==> src/rtl/fir_mac_sched.sv <==
// fir_mac_sched: 6-tap FIR that walks the taps through one shared multiplier.
// Define FIR_SAT_EN to saturate the output to DATA_W instead of wrapping.
module fir_mac_sched #(
    parameter int DATA_W = 32,
    parameter int COEF_W = 16,
    parameter int FRAC_W = 15
) (
    input  logic              clk,
    input  logic              rst_n,
    input  logic              in_valid,
    input  logic [DATA_W-1:0] in_data,
    output logic              in_ready,
    input  logic              coef_we,
    input  logic [2:0]        coef_addr,
    input  logic [COEF_W-1:0] coef_wdata,
    output logic              coef_err,
    output logic              out_valid,
    output logic [DATA_W-1:0] out_11,
    input  logic              out_ready,
    output logic              busy
);
    localparam int NTAP   = 6;
    localparam int ACC_W  = 52;
    localparam int PROD_W = DATA_W + COEF_W;

    typedef enum logic [1:0] {IDLE, MAC, OUT} state_t;

    state_t                   r_state;
    logic signed [DATA_W-1:0] r_tap  [NTAP];  // r_tap[0] is in_1_0 (newest), r_tap[5] is in_6_0
    logic signed [COEF_W-1:0] r_coef [NTAP];
    logic signed [ACC_W-1:0]  r_acc;
    logic [2:0]               r_k;
    logic                     r_in_ready;
    logic                     r_busy;
    logic                     r_out_valid;
    logic                     r_coef_err;
    logic [DATA_W-1:0]        r_out;

    logic signed [PROD_W-1:0] w_prod;
    logic signed [ACC_W-1:0]  w_acc_nxt;
    logic [DATA_W-1:0]        w_out;
    logic                     w_coef_ok;

    assign w_prod    = r_tap[r_k] * r_coef[r_k];
    assign w_acc_nxt = r_acc + {{(ACC_W-PROD_W){w_prod[PROD_W-1]}}, w_prod};
    assign w_coef_ok = (r_state == IDLE) && (coef_addr < 3'd6);

`ifdef FIR_SAT_EN
    logic signed [ACC_W-1:0] w_shift;
    logic                    w_fit;
    assign w_shift = w_acc_nxt >>> FRAC_W;
    // fits when every bit above the DATA_W sign bit matches it
    assign w_fit   = (&w_shift[ACC_W-1:DATA_W-1]) | ~(|w_shift[ACC_W-1:DATA_W-1]);
    assign w_out   = w_fit ? w_shift[DATA_W-1:0] :
                     (w_shift[ACC_W-1] ? {1'b1, {(DATA_W-1){1'b0}}} : {1'b0, {(DATA_W-1){1'b1}}});
`else
    assign w_out   = w_acc_nxt[FRAC_W +: DATA_W];
`endif

    always_ff @(posedge clk) begin
        if (!rst_n) begin
            r_state     <= IDLE;
            r_acc       <= '0;
            r_k         <= '0;
            r_in_ready  <= 1'b1;
            r_busy      <= 1'b0;
            r_out_valid <= 1'b0;
            r_coef_err  <= 1'b0;
            r_out       <= '0;
            for (int i = 0; i < NTAP; i++) begin
                r_tap[i]  <= '0;
                r_coef[i] <= '0;
            end
        end else begin
            r_coef_err <= coef_we && !w_coef_ok;
            if (coef_we && w_coef_ok)
                r_coef[coef_addr] <= coef_wdata;
            case (r_state)
                IDLE: if (in_valid) begin
                    r_tap[0] <= in_data;
                    for (int i = 1; i < NTAP; i++)
                        r_tap[i] <= r_tap[i-1];
                    r_acc      <= '0;
                    r_k        <= '0;
                    r_state    <= MAC;
                    r_in_ready <= 1'b0;
                    r_busy     <= 1'b1;
                end
                MAC: begin
                    r_acc <= w_acc_nxt;
                    r_k   <= r_k + 3'd1;
                    // result is taken from the final sum so it appears on OUT entry
                    if (r_k == 3'd5) begin
                        r_state     <= OUT;
                        r_out       <= w_out;
                        r_out_valid <= 1'b1;
                    end
                end
                OUT: if (out_ready) begin
                    r_state     <= IDLE;
                    r_out_valid <= 1'b0;
                    r_in_ready  <= 1'b1;
                    r_busy      <= 1'b0;
                end
                default: r_state <= IDLE;
            endcase
        end
    end

    assign in_ready  = r_in_ready;
    assign busy      = r_busy;
    assign out_valid = r_out_valid;
    assign out_11    = r_out;
    assign coef_err  = r_coef_err;
endmodule

==> config.mk <==
export PLATFORM = sky130hd
export DESIGN_NAME = fir_mac_sched
export DESIGN_NICKNAME = d
export VERILOG_FILES = /design/src/rtl/fir_mac_sched.sv
export SDC_FILE = /design/constraint.sdc
export NUM_CORES = 2
export LEC_CHECK = 0
export BUFFER_PORTS_ARGS = -buffer_cell sky130_fd_sc_hd__buf_2
export CAP_MARGIN = 10
export CORE_MARGIN = 3
export CORE_UTILIZATION = 35
export DETAILED_ROUTE_END_ITERATION = 16
export SETUP_SLACK_MARGIN = 0.15
export SYNTH_ARGS = -nofsm -noshare
export SYNTH_HDL_FRONTEND = slang
export SYNTH_SLANG_ARGS = --single-unit
==> constraint.sdc <==
create_clock -name clk -period 13 [get_ports clk]
set_input_delay 2.6 -clock clk [delete_from_list [all_inputs] [get_ports clk]]
set_output_delay 2.6 -clock clk [all_outputs]
set_load 0.05 [all_outputs]
# [After elaboration in Yosys (flattened, before gate mapping)]
# Memories as Yosys holds them, arrays and structs flattened. A register that Yosys moved wholly into a read port is not among the register bits.
# Index checks and enable logic that the tools add are counted.
[totals] register_bits=93 latchBits=0 ram_bits=288 rom_bits=0 input_bits=56 out_inout_bits=36 word_cells=77 mem_count=2
[memory_table] memory="r_tap" depth=6 word_bits=32 rd=6 rd_clocked_by_memory_dff=1 wr=6 line="29" rtl="logic signed [DATA_W-1:0] r_tap [NTAP];"
[memory_table] memory="r_coef" depth=6 word_bits=16 rd=1 rd_clocked_by_memory_dff=1 wr=6 line="30" rtl="logic signed [COEF_W-1:0] r_coef [NTAP];"
[op_classes] n_addsub=2 n_mul=1 n_div=0 n_lt_le_gt_ge=1 eq_ne=6 n_shift=0 muxes=37 bitwise=6 reduce_logical=14
[op_table] op="2-to-1 mux 32 bit" count=6
[op_table] op="one-hot mux 52 bit (2 select lines)" count=1
[op_table] op="adder 52 bit" count=1
[op_table] op="2-to-1 mux 52 bit" count=1
[op_table] op="multiplier 32 x 16 -> 48 bit" count=1
[op_table] op="2-to-1 mux 3 bit" count=6
[op_table] op="2-to-1 mux 16 bit" count=1
[op_table] op="OR reduction 16 bit" count=1
[op_table] op="2-to-1 mux 1 bit" count=14
[op_table] op="AND reduction 3 bit" count=3
[op_table] op="2-to-1 mux 2 bit" count=3
[op_table] op="inequality test 2 bit, second input constant" count=3
[op_table] op="bitwise OR 1 bit" count=6
[op_table] op="one-hot mux 1 bit (2 select lines)" count=3
[op_table] op="one-hot mux 2 bit (3 select lines)" count=1
[op_table] op="one-hot mux 3 bit (2 select lines)" count=1
[op_table] op="nonzero test 2 bit" count=3
[op_table] op="AND reduction 2 bit" count=2
[op_table] op="adder 3 x 1 -> 3 bit, second input constant" count=1
[op_table] op="equality test 3 bit, second input constant" count=1
[op_table] op="logical AND 1 bit" count=3
[op_table] op="< comparator 3 bit, second input constant" count=1
[op_table] op="equality test 2 x 1 -> 1 bit, second input constant" count=1
[op_table] op="equality test 2 bit, second input constant" count=1
[op_table] op="other kinds (2)" count=2

# [Logic depth before layout (Yosys ltp)]
[depth] depth_word=8 mapped_depth=42 mapped_depth_nobuf=36

# [Least setup slack after synthesis]
# Ideal clock, no wire load.
[synth_timing] path_kind="register to register" start="reg (tool-made name)" end="reg r_acc[42]" setup_time_ns=0.117 t_arrival_ns=9.390 setup_slack_ns=3.493 stages_incl_launch_ff=37 path_buffers=6 synth_period_minus_slack_ns=9.507 cell_sequence="dfxtp_1 buf_6 buf_4 buf_4 buf_2 buf_2 mux2i_1 a21oi_1 clkbuf_1 nand2_1 fa_1 inv_1 fa_1 inv_1 fa_1 inv_1 fa_1 fa_1 inv_1 fa_1 inv_1 ha_1 a21o_1 a21o_1 a21o_1 a211o_1 a31o_1 nor3_1 a211oi_1 or4_1 o211ai_1 ha_1 a2111oi_0 a21oi_2 o21a_1 or3_1 a32o_1"
[synth_rtl] item="to (signal assigned)" line="90" rtl="r_acc <= w_acc_nxt;"
[synth_rtl] item="to (decl)" line="31" rtl="logic signed [ACC_W-1:0] r_acc;"

==> summary by stage <==
Status
The run finished with clean final reports.

Global routing
The sum of overflow across all layers after global routing is 0. The wire length of the first global-routing pass is 157,000 µm. The number of antenna violations at the first check in global routing came to 1.

The pin count of the biggest net entering global routing is 119. The via count of the first global-routing pass is 27,500. The overall routing resource usage is 0.179.

Route
The number of DRC violations after detailed routing is 0. After the first detailed-routing iteration, the DRC count stood at 1,914. The average via count per standard cell is 5.05. Once detail routing completed, the nets flagged for antenna violations numbered 0. For this block, the routed nets add up to 97,500 µm of wire.

The average wire length per cell after detail routing is 18.9 µm. The routed layout has 26,000 vias. The first detailed-routing pass took 7 iterations.

Setup path
The worst setup path is of the flop to flop kind. The cell with the biggest individual delay on the critical path is sky130_fd_sc_hd__a2111oi_0. The worst setup path is captured at a flop. Of all nets on the critical path, the largest fanout is 31. The data required time at the worst endpoint is 13.48 ns.

The worst setup path is launched from a flop. On the worst path, the slowest cell contributes a delay of 0.91 ns. The cell seen most often among critical-path stages is sky130_fd_sc_hd__fa_1. The data arrival time of the critical path is 11.16 ns.

Worst hold path
The start point of the worst hold path is out_11[10]$_SDFFE_PN0P_. In this run the worst hold path is classified as flop to flop.

Floorplan
The starting utilization of the core area is 0.353. The floorplan step defined a core boundary enclosing 0.105 mm². The floorplan step defined a die boundary enclosing 0.110 mm². From bottom edge to top edge, the die measures 332 µm. The I/O pin total is 92. The width of the die is 332 µm.

In this run the core area contains 119 standard-cell rows.

Yosys
The gate count of the mapped netlist is 3,666. The share of the Yosys chip area taken by registers is 0.307. A synthesized cell averages 10.2 µm². Summing every instance area after synthesis gives 0.0373 mm². The most instantiated flip-flop cell in the synthesis netlist is sky130_fd_sc_hd__edfxtp_1. The number of enable flip-flop cells after synthesis is 320. The number of warning messages in the yosys log is 0. Yosys mapped the design onto 84 distinct sky130hd cell types. The share of flip-flops with an asynchronous set or reset is 0.

The library cell occupying the most area in the post-synthesis netlist is sky130_fd_sc_hd__fa_1. The area share of the leading cell type in the synthesized netlist is 0.258. After synthesis, the cell types taking the most area are sky130_fd_sc_hd__fa_1, sky130_fd_sc_hd__edfxtp_1, sky130_fd_sc_hd__inv_1. In this run, synthesis produced a sequential element count of 411.

STA
The slew at the pin with the worst max-slew slack is 1.16 ns. The setup total negative slack is 0 ns. Subtracting the final worst setup slack from the clock period gives 10.68 ns. The worst slew margin relative to its limit is 0.225. Setup repair after global routing left no endpoint under its margin. The final cycle utilization of the critical path is 0.822. Clock skew on the completed layout was measured at 0.0328 ns.

Based on the critical path, the design can be clocked at up to 93.6 MHz. The max-slew violation count came to 0. The number of setup violations in the final report is 0. The number of failing hold endpoints at the final stage is 0.

Flow run
The tool flagged a number of max-cap violations equal to 0.

Place
The count of buffers from port buffering is 91. Routability-driven placement finished with a final weighted congestion of 0.873. Detailed placement finished with a half-perimeter wire length of 72,200 µm.

Clock network
The clock reaches the later pin of the worst-skew pair after 0.61 ns. The number of setup buffers added after CTS is 0. The H-tree generated during clock tree synthesis spans 2 levels. For this design, the CTS-stage hold fixing added 0 buffers. The TritonCTS clock tree is yes.

The clock transition at the registers of the reported paths is 0.06 ns. The sink count of the clock tree is 411. The maximum buffer depth of the clock tree is 3. Once the clock tree was built, the resizer swapped 0 gates to a different size. Clock tree synthesis inserted a total of 45 buffers.

CTS placed an instance of sky130_fd_sc_hd__clkbuf_16 at the clock tree root.

Final layout
The synthesis-to-layout area growth is 9.52%. The library cells used most frequently in the layout, excluding fill and tap cells, are sky130_fd_sc_hd__inv_1, sky130_fd_sc_hd__fa_1, sky130_fd_sc_hd__nand2_1, sky130_fd_sc_hd__nor2_1, sky130_fd_sc_hd__edfxtp_1. The commonest non-fill, non-tap cell in the layout is sky130_fd_sc_hd__inv_1.

At the end of the flow, the number of nets in the layout was 4,429. 0 antenna diodes ended up in the layout. The share of post-route cells with drive strength above 1 is 0.0877.
==> layer usage <==
layer  vias to the layer above  wire length [µm]  GRT usage
li1                      11900                 -          -
met3                       158              5250     0.0219
met2                       735             47900      0.310
met5                         -                20          0
met4                         2              3340     0.0598
met1                     13200             41000      0.233
==> worst max-delay path, delay by kind of cell, from the launching register on <==
family	cells	cell delay (ns)
buf+inv	6	0.62
fa+ha+maj	8	3.80
compound gates	12	3.78
flops	1	0.78
simple gates	5	1.28
mux	1	0.27
==> synth_stat cells (all sizes together) (7+ instances only) <==
cell type and instances:
dfxtp 91, a211oi 15, mux2 14, nor2 338
or3 11, xor2 32, nand2 419, clkbuf 124
o21bai 12, or2 16, nor2b 14, ha 162
nand3 38, a21o 60, mux4 64, o21ai 66
o31ai 7, and2 266, and3 12, buf 32
edfxtp 320, o21a 19, a21oi 156, a31oi 9
a22oi 21, xnor2 45, nand2b 27, mux2i 48
nand4 11, inv 617, o211ai 17, nor3 23
fa 481
==> sequential cells by signal (all words and copies together) (netlist names), named ones only <==
| signal | flops |
|---|---|
| busy | 1 |
| coef_err | 1 |
| in_ready | 1 |
| out_11 | 32 |
| out_valid | 1 |
| r_acc | 47 |
| r_coef | 128 |
| r_k | 3 |
| r_state | 2 |
| r_tap | 192 |
==> path summary, 6_finish.rpt <==
check	endpoint	slack, ns	cells past startpoint
max	r_acc[42]$_SDFFE_PN0P_	2.32	32
max reg2reg	r_acc[42]$_SDFFE_PN0P_	2.32	32
min	out_11[10]$_SDFFE_PN0P_	0.45	2
min reg2reg	out_11[10]$_SDFFE_PN0P_	0.45	2
==> metrics by stage <==
| step | util | cells | hold slack (ns) | worst slack, ns | cell area (µm²) |
|---|---|---|---|---|---|
| after floorplan | - | 3697 | 0.432 | 3.49 | 37400 |
| after global placement | 0.374 | 5074 | 0.443 | 2.49 | 39400 |
| after detailed placement | 0.374 | 5074 | 0.446 | 2.43 | 39400 |
| after CTS | 0.387 | 5152 | 0.453 | 2.39 | 40800 |
| after global routing | 0.387 | 5152 | 0.476 | 1.63 | 40800 |
| final | 0.387 | 5152 | 0.452 | 2.32 | 40800 |
==> kinds of logic after synthesis <==
| logic type | after synthesis | share of synthesized area |
|---|---|---|
| other cells | 1 | 0.000101 |
| buf+inv | 773 | 0.0790 |
| simple gates | 1199 | 0.150 |
| flops | 411 | 0.307 |
| fa+ha+maj | 643 | 0.313 |
| mux | 126 | 0.0566 |
| compound gates | 436 | 0.0766 |
| xor+xnor | 77 | 0.0181 |
==> final cells by class <==
class | count | area, µm²
Clock inverter | 18 | 151
Sequential cell | 411 | 11400
Multi-Input combinational cell | 2513 | 23100
Timing Repair Buffer | 142 | 876
Fill cell | 10500 | 64600
Clock buffer | 60 | 1210
Inverter | 617 | 2320
Tap cell | 1391 | 1740
Power is left out: the tool's default activity adds up to more than one toggle a clock period on the data nets, which glitch-free logic cannot reach.
